`src/rtl/alu_pkg.sv`:
```
// alu_pkg: shared definitions for the ALU_TOP command issuer and its bench.
// Latency: n/a (types, constants and a helper function only).
// Backpressure: n/a.
package alu_pkg;

  // Issuer FSM encoding.
  typedef enum logic [1:0] {
    ST_IDLE  = 2'd0,
    ST_ISSUE = 2'd1,
    ST_WAIT  = 2'd2,
    ST_RESP  = 2'd3
  } state_t;

  // ALU_FUNC[3:2] selects which ALU unit handles the operation.
  localparam logic [1:0] UNIT_ARITH = 2'b00;
  localparam logic [1:0] UNIT_LOGIC = 2'b01;
  localparam logic [1:0] UNIT_CMP   = 2'b10;
  localparam logic [1:0] UNIT_SHIFT = 2'b11;

  // ALU_TOP function codes.
  localparam logic [3:0] FUNC_ADD     = 4'd0;
  localparam logic [3:0] FUNC_SUB     = 4'd1;
  localparam logic [3:0] FUNC_MUL     = 4'd2;
  localparam logic [3:0] FUNC_DIV     = 4'd3;
  localparam logic [3:0] FUNC_AND     = 4'd4;
  localparam logic [3:0] FUNC_OR      = 4'd5;
  localparam logic [3:0] FUNC_NAND    = 4'd6;
  localparam logic [3:0] FUNC_NOR     = 4'd7;
  localparam logic [3:0] FUNC_CMP_NOP = 4'd8;
  localparam logic [3:0] FUNC_CMP_EQ  = 4'd9;
  localparam logic [3:0] FUNC_CMP_GT  = 4'd10;
  localparam logic [3:0] FUNC_CMP_LT  = 4'd11;
  localparam logic [3:0] FUNC_SHR_A   = 4'd12;
  localparam logic [3:0] FUNC_SHL_A   = 4'd13;
  localparam logic [3:0] FUNC_SHR_B   = 4'd14;
  localparam logic [3:0] FUNC_SHL_B   = 4'd15;

  // Unit addressed by a function code.
  function automatic logic [1:0] func_unit(input logic [3:0] func);
    return func[3:2];
  endfunction

endpackage

```
`src/rtl/alu_result_sel.sv`:
```
// alu_result_sel: picks the result, valid flag and carry of the ALU unit addressed by unit.
// Latency: combinational.
// Backpressure: none; pure selection.
module alu_result_sel
  import alu_pkg::*;
#(
  parameter int Width = 16
) (
  input  logic [1:0]       unit,
  input  logic [Width-1:0] arith_out,
  input  logic [Width-1:0] logic_out,
  input  logic [Width-1:0] cmp_out,
  input  logic [Width-1:0] shift_out,
  input  logic             carry_in,
  input  logic             arith_flag,
  input  logic             logic_flag,
  input  logic             cmp_flag,
  input  logic             shift_flag,
  output logic [Width-1:0] sel_result,
  output logic             sel_flag,
  output logic             sel_carry
);

  // Route only the addressed unit; carry is meaningful for the arithmetic unit alone.
  always_comb begin
    sel_result = '0;
    sel_flag   = 1'b0;
    sel_carry  = 1'b0;
    case (unit)
      UNIT_ARITH: begin
        sel_result = arith_out;
        sel_flag   = arith_flag;
        sel_carry  = carry_in;
      end
      UNIT_LOGIC: begin
        sel_result = logic_out;
        sel_flag   = logic_flag;
      end
      UNIT_CMP: begin
        sel_result = cmp_out;
        sel_flag   = cmp_flag;
      end
      UNIT_SHIFT: begin
        sel_result = shift_out;
        sel_flag   = shift_flag;
      end
      default: begin
        sel_result = '0;
        sel_flag   = 1'b0;
        sel_carry  = 1'b0;
      end
    endcase
  end

endmodule

```
`src/rtl/alu_cmd_issuer.sv`:
```
// alu_cmd_issuer: issues one (A, B, ALU_FUNC) op to ALU_TOP, waits for the addressed unit's flag, returns its result.
// Latency: accept -> rsp_valid 2 cycles (ALU samples at +1, capture at +2); timeout after TIMEOUT WAIT cycles; 4-cycle min op interval.
// Backpressure: cmd_ready only in IDLE; response held stable until rsp_ready. ALU_ISSUER_STATS_EN adds op_count/timeout_count.
module alu_cmd_issuer
  import alu_pkg::*;
#(
  parameter int Width   = 16,
  parameter int TIMEOUT = 4
) (
  input  logic             CLK,
  input  logic             RST,
  input  logic             cmd_valid,
  output logic             cmd_ready,
  input  logic [Width-1:0] cmd_a,
  input  logic [Width-1:0] cmd_b,
  input  logic [3:0]       cmd_func,
  output logic [Width-1:0] ALU_A,
  output logic [Width-1:0] ALU_B,
  output logic [3:0]       ALU_FUNC,
  input  logic [Width-1:0] Arith_OUT,
  input  logic [Width-1:0] Logic_OUT,
  input  logic [Width-1:0] CMP_OUT,
  input  logic [Width-1:0] SHIFT_OUT,
  input  logic             Carry_OUT,
  input  logic             Arith_Flag,
  input  logic             Logic_Flag,
  input  logic             CMP_Flag,
  input  logic             SHIFT_Flag,
  output logic             rsp_valid,
  input  logic             rsp_ready,
  output logic [Width-1:0] rsp_data,
  output logic             rsp_carry,
  output logic [3:0]       rsp_func,
`ifdef ALU_ISSUER_STATS_EN
  output logic [15:0]      op_count,
  output logic [7:0]       timeout_count,
`endif
  output logic             rsp_timeout
);

  // Counter only needs to reach TIMEOUT-1.
  localparam int CntW = (TIMEOUT > 1) ? $clog2(TIMEOUT) : 1;
  localparam logic [CntW-1:0] CntLast = CntW'(TIMEOUT - 1);

  state_t           state;
  state_t           state_nxt;
  logic [3:0]       func_q;
  logic [CntW-1:0]  wait_cnt;

  logic             accept;
  logic             cnt_clr;
  logic             cnt_inc;
  logic             cap_ok;
  logic             cap_to;
  logic             rsp_done;

  logic [Width-1:0] sel_result;
  logic             sel_flag;
  logic             sel_carry;

  // Held low through reset so no command is taken while the block is being cleared.
  assign cmd_ready = (state == ST_IDLE) && RST;
  assign rsp_valid = (state == ST_RESP);

  alu_result_sel #(
    .Width (Width)
  ) u_sel (
    .unit       (func_unit(func_q)),
    .arith_out  (Arith_OUT),
    .logic_out  (Logic_OUT),
    .cmp_out    (CMP_OUT),
    .shift_out  (SHIFT_OUT),
    .carry_in   (Carry_OUT),
    .arith_flag (Arith_Flag),
    .logic_flag (Logic_Flag),
    .cmp_flag   (CMP_Flag),
    .shift_flag (SHIFT_Flag),
    .sel_result (sel_result),
    .sel_flag   (sel_flag),
    .sel_carry  (sel_carry)
  );

  // FSM state register.
  always_ff @(posedge CLK or negedge RST) begin
    if (!RST) begin
      state <= ST_IDLE;
    end else begin
      state <= state_nxt;
    end
  end

  // Next state and per-state datapath strobes.
  always_comb begin
    state_nxt = state;
    accept    = 1'b0;
    cnt_clr   = 1'b0;
    cnt_inc   = 1'b0;
    cap_ok    = 1'b0;
    cap_to    = 1'b0;
    rsp_done  = 1'b0;
    case (state)
      ST_IDLE: begin
        if (cmd_valid && cmd_ready) begin
          accept    = 1'b1;
          state_nxt = ST_ISSUE;
        end
      end
      ST_ISSUE: begin
        // ALU samples the held inputs on this edge.
        cnt_clr   = 1'b1;
        state_nxt = ST_WAIT;
      end
      ST_WAIT: begin
        if (sel_flag) begin
          cap_ok    = 1'b1;
          state_nxt = ST_RESP;
        end else if (wait_cnt == CntLast) begin
          cap_to    = 1'b1;
          state_nxt = ST_RESP;
        end else begin
          cnt_inc = 1'b1;
        end
      end
      ST_RESP: begin
        if (rsp_ready) begin
          rsp_done  = 1'b1;
          state_nxt = ST_IDLE;
        end
      end
      default: state_nxt = ST_IDLE;
    endcase
  end

  // Latch the accepted command; ALU inputs keep the last issued values while idle.
  always_ff @(posedge CLK or negedge RST) begin
    if (!RST) begin
      ALU_A    <= '0;
      ALU_B    <= '0;
      ALU_FUNC <= '0;
      func_q   <= '0;
    end else if (accept) begin
      ALU_A    <= cmd_a;
      ALU_B    <= cmd_b;
      ALU_FUNC <= cmd_func;
      func_q   <= cmd_func;
    end
  end

  // WAIT-cycle counter, restarted as each op is issued.
  always_ff @(posedge CLK or negedge RST) begin
    if (!RST) begin
      wait_cnt <= '0;
    end else if (cnt_clr) begin
      wait_cnt <= '0;
    end else if (cnt_inc) begin
      wait_cnt <= wait_cnt + 1'b1;
    end
  end

  // Response capture; registers hold until the next capture so RESP stays stable.
  always_ff @(posedge CLK or negedge RST) begin
    if (!RST) begin
      rsp_data    <= '0;
      rsp_carry   <= 1'b0;
      rsp_func    <= '0;
      rsp_timeout <= 1'b0;
    end else if (cap_ok) begin
      rsp_data    <= sel_result;
      rsp_carry   <= sel_carry;
      rsp_func    <= func_q;
      rsp_timeout <= 1'b0;
    end else if (cap_to) begin
      rsp_data    <= '0;
      rsp_carry   <= 1'b0;
      rsp_func    <= func_q;
      rsp_timeout <= 1'b1;
    end
  end

`ifdef ALU_ISSUER_STATS_EN
  // Handshake statistics: op_count wraps, timeout_count saturates.
  always_ff @(posedge CLK or negedge RST) begin
    if (!RST) begin
      op_count      <= '0;
      timeout_count <= '0;
    end else if (rsp_done) begin
      op_count <= op_count + 16'd1;
      if (rsp_timeout && (timeout_count != 8'hFF)) begin
        timeout_count <= timeout_count + 8'd1;
      end
    end
  end
`else
  // Statistics are not built; rsp_done only drives the FSM.
`endif

endmodule

```
`config.mk`:
```
export PLATFORM = sky130hd
export DESIGN_NAME = alu_cmd_issuer
export DESIGN_NICKNAME = d
export VERILOG_FILES = /design/src/rtl/alu_pkg.sv /design/src/rtl/alu_result_sel.sv /design/src/rtl/alu_cmd_issuer.sv
export SDC_FILE = /design/constraint.sdc
export NUM_CORES = 1
export LEC_CHECK = 0
export BUFFER_PORTS_ARGS = -buffer_cell sky130_fd_sc_hd__buf_2
export CORE_MARGIN = 2
export CORE_UTILIZATION = 48
export DETAILED_ROUTE_END_ITERATION = 8
export PLACE_DENSITY = 0.86
export SETUP_SLACK_MARGIN = 0.02
export SLEW_MARGIN = 20
export SYNTH_ARGS = -nofsm -noshare
export SYNTH_HDL_FRONTEND = slang
export SYNTH_HIERARCHICAL = 1
export SYNTH_SLANG_ARGS = --single-unit
```
`constraint.sdc`:
```
create_clock -name CLK -period 2.92 [get_ports CLK]
set_input_delay 0.876 -clock CLK [delete_from_list [all_inputs] [get_ports CLK]]
set_output_delay 0.876 -clock CLK [all_outputs]
set_load 0.01 [all_outputs]
```
==> results_dict.tcl <==
set metrics [dict create \
    met1Wirelength_mm 2.75 \
    cp_slowest_cell "dfrtp_1" \
    cts_made_buffers 9 \
    ys.warnings.count 6 \
    period_share_pct 77.3 \
    power_mw 4.45 \
    grt_first_pass_wirelength_mm 11.8 \
    post-cts-setup-buffer-count 0 \
    critical_path_arrival_ns 1.38 \
    grt.overflow.total 0 \
    antenna_found_initial 0 \
    ys_types 25 \
    htree_levels 3 \
    initial_utilization_pct 50.1 \
    grt_pass1_vias 2364 \
    cts.sinks 62 \
    startpoint_type "register" \
    drt-initial-drc-count 70 \
    io_pins 169 \
    dr_total_vias 2210 \
    synthTopCellsByArea "dfrtp_1 52%, mux2_4 15%, mux4_1 7.0%" \
    synth_top_area_share_pct 52.0 \
    status "finished, final reports clean" \
    setup_violations 0 \
    path_class "register to output port" \
    insertion_delay_ns 0.33 \
    antenna_cells 0 \
    remaining_drc_errors 0 \
    synth_ff_type "dfrtp_1" \
    crit_buf_inv 2 \
    syn_to_final_growth_pct 38.1 \
    root_buffer "clkbuf_8" \
    async_flop_share_pct 100 \
    synth.yosys.seq_area_share_pct 52.0 \
    syn_inst 171 \
    syn_area_um2 2980 \
    critPathMaxFanout 4 \
    grt_max_degree 35 \
    gp_congestion 0.799 \
    top_layer "met4" \
    avgSynthCellArea_um2 17.5 \
    yosysMostFrequentCell "dfrtp_1" \
    dpl.cell_count 410 \
    clock-skew-final_ns 0.00848 \
    min_path_type "register to register" \
    finalMaxSlewViolations 0 \
    wl_met2_mm 3.71 \
    final_core_util_pct 69.2 \
    ant_nets 0 \
    cts.clk_slew.worst_paths_ns 0.07 \
    portBuffers 168 \
    ctsResizeCount 0 \
    crit_family "flip-flops" \
    die_area_um2 6860 \
    synth-seq-cells 62 \
    first_pass_iters 4 \
    instances_no_fill 426 \
    p_per_area_nw_per_um2 1080 \
    layout.nets 460 \
    routed_wl_mm 7.14 \
    synth_edf_count 0 \
    layout-drive-gt1-share_pct 69.2 \
    cp-end-kind "output port" \
    num_rows 28 \
    crit_chain "inv_1 > ha_1 > and2_1 > buf_2" \
    viasPerCell 5.19 \
    final_area_um2 4120 \
    drv_cap 0 \
    timing.fmax_mhz 443 \
    grt_use_total_pct 22.0 \
    place_area_um2 3890 \
    synth_area_leader_cell "dfrtp_1" \
    cts_hold_buf 0 \
    die_w_um 82.8 \
    fp.dieH_um 82.8 \
    setup_slack_ns 0.663 \
    hold_viol_final 0 \
    syn_nets 285 \
    hold-worst-slack_ns 0.501 \
    cp_data_required_time_ns 2.04 \
    cts_tree "built" \
    slew_headroom_pct 56.5 \
    rsz0062_at_grt "no" \
    crit_path_max_incr_delay_ns 0.42 \
    min_period_ns 2.26 \
    clk_path_buf_depth 2 \
    wl_met3_um 495 \
    fin_tns_setup_ns 0 \
    wl_per_cell_um 16.8 \
    dp_slack_ns 0.400 \
    synth_common_cells "62 x dfrtp_1, 30 x mux2_4, 17 x a22o_1" \
    p_leak_nw 2.23 \
    core_um2 5960 \
    tightest_slew_ns 0.652 \
    hpwl_mm 5.48 \
    irDropWorstVdd_uv 509 \
]
[logic make-up (layout without fill, tap and decap cells)]
| kind of cell | count (synthesis) | in the layout | share of synthesized area [%] |
|---|---|---|---|
| and+or+nand+nor | 10 | 10 | 2.60 |
| buffers and inverters | 13 | 193 | 3.52 |
| muxes | 59 | 59 | 33.4 |
| DFF | 62 | 62 | 52.0 |
| adders and majority gates | 5 | 5 | 2.10 |
| AOI/OAI and AO/OA | 21 | 21 | 6.08 |
| xor gates and xnor gates | 1 | 1 | 0.294 |
[worst paths after layout]
check	from	end	slack (ns)	cells past startpoint
max	state[1]	cmd_ready	0.66	4
max reg2reg	func_q[2]	rsp_func[0]	0.94	4
min reg2reg	rsp_timeout	rsp_timeout	0.50	2
min	rsp_timeout	rsp_timeout	0.50	2
min in group asynchronous	RST	ALU_B[15]	0.65	2
max in group asynchronous	RST	ALU_A[15]	1.96	2
[flip-flops by register name, indices dropped and copies added (netlist names)]
signal       flops
rsp_timeout      1
rsp_func         4
rsp_data        16
wait_cnt         2
func_q           4
rsp_carry        1
ALU_B           16
state            2
ALU_A           16
[power breakdown]
group	switching, mW	total, mW	leakage, nW	internal (mW)
logic	0.901	2.05	1.35	1.15
clock network	0.312	0.862	0.120	0.550
registers	0.245	1.53	0.756	1.29
[layout by cell type (no fill, tap or decap), drive strengths merged, types with 3 or more instances in the layout]
cell,synthesis,layout
a22o,17,17
nor2,3,3
clkbuf,0,13
buf,11,175
dfrtp,62,62
mux2,41,41
mux4,17,17
ha,5,5
[routing by layer]
metal  up-vias  GRT usage (%)
met5         -              0
met4         0           10.1
met3        17           4.87
met2       112           36.4
met1      1072           27.6
li1       1009              -
[worst reg2reg max path: cells and delay by family (launching register included)]
kind / cells / cell delay, ns
flip-flops: 1 / 0.37
buffers and inverters: 1 / 0.22
multiplexers: 2 / 0.99
AO/OA/AOI/OAI: 1 / 0.28
[area by class of cell]
class	count	area, um^2
clock buffers	13	169
multi-input cells	96	1330
fillers	461	1840
flip-flops and latches	62	1550
repair buffers	175	906
inverters	2	7.51
well taps	75	93.8
clock inverters	3	65.1
(Power assumes the default switching activity.)
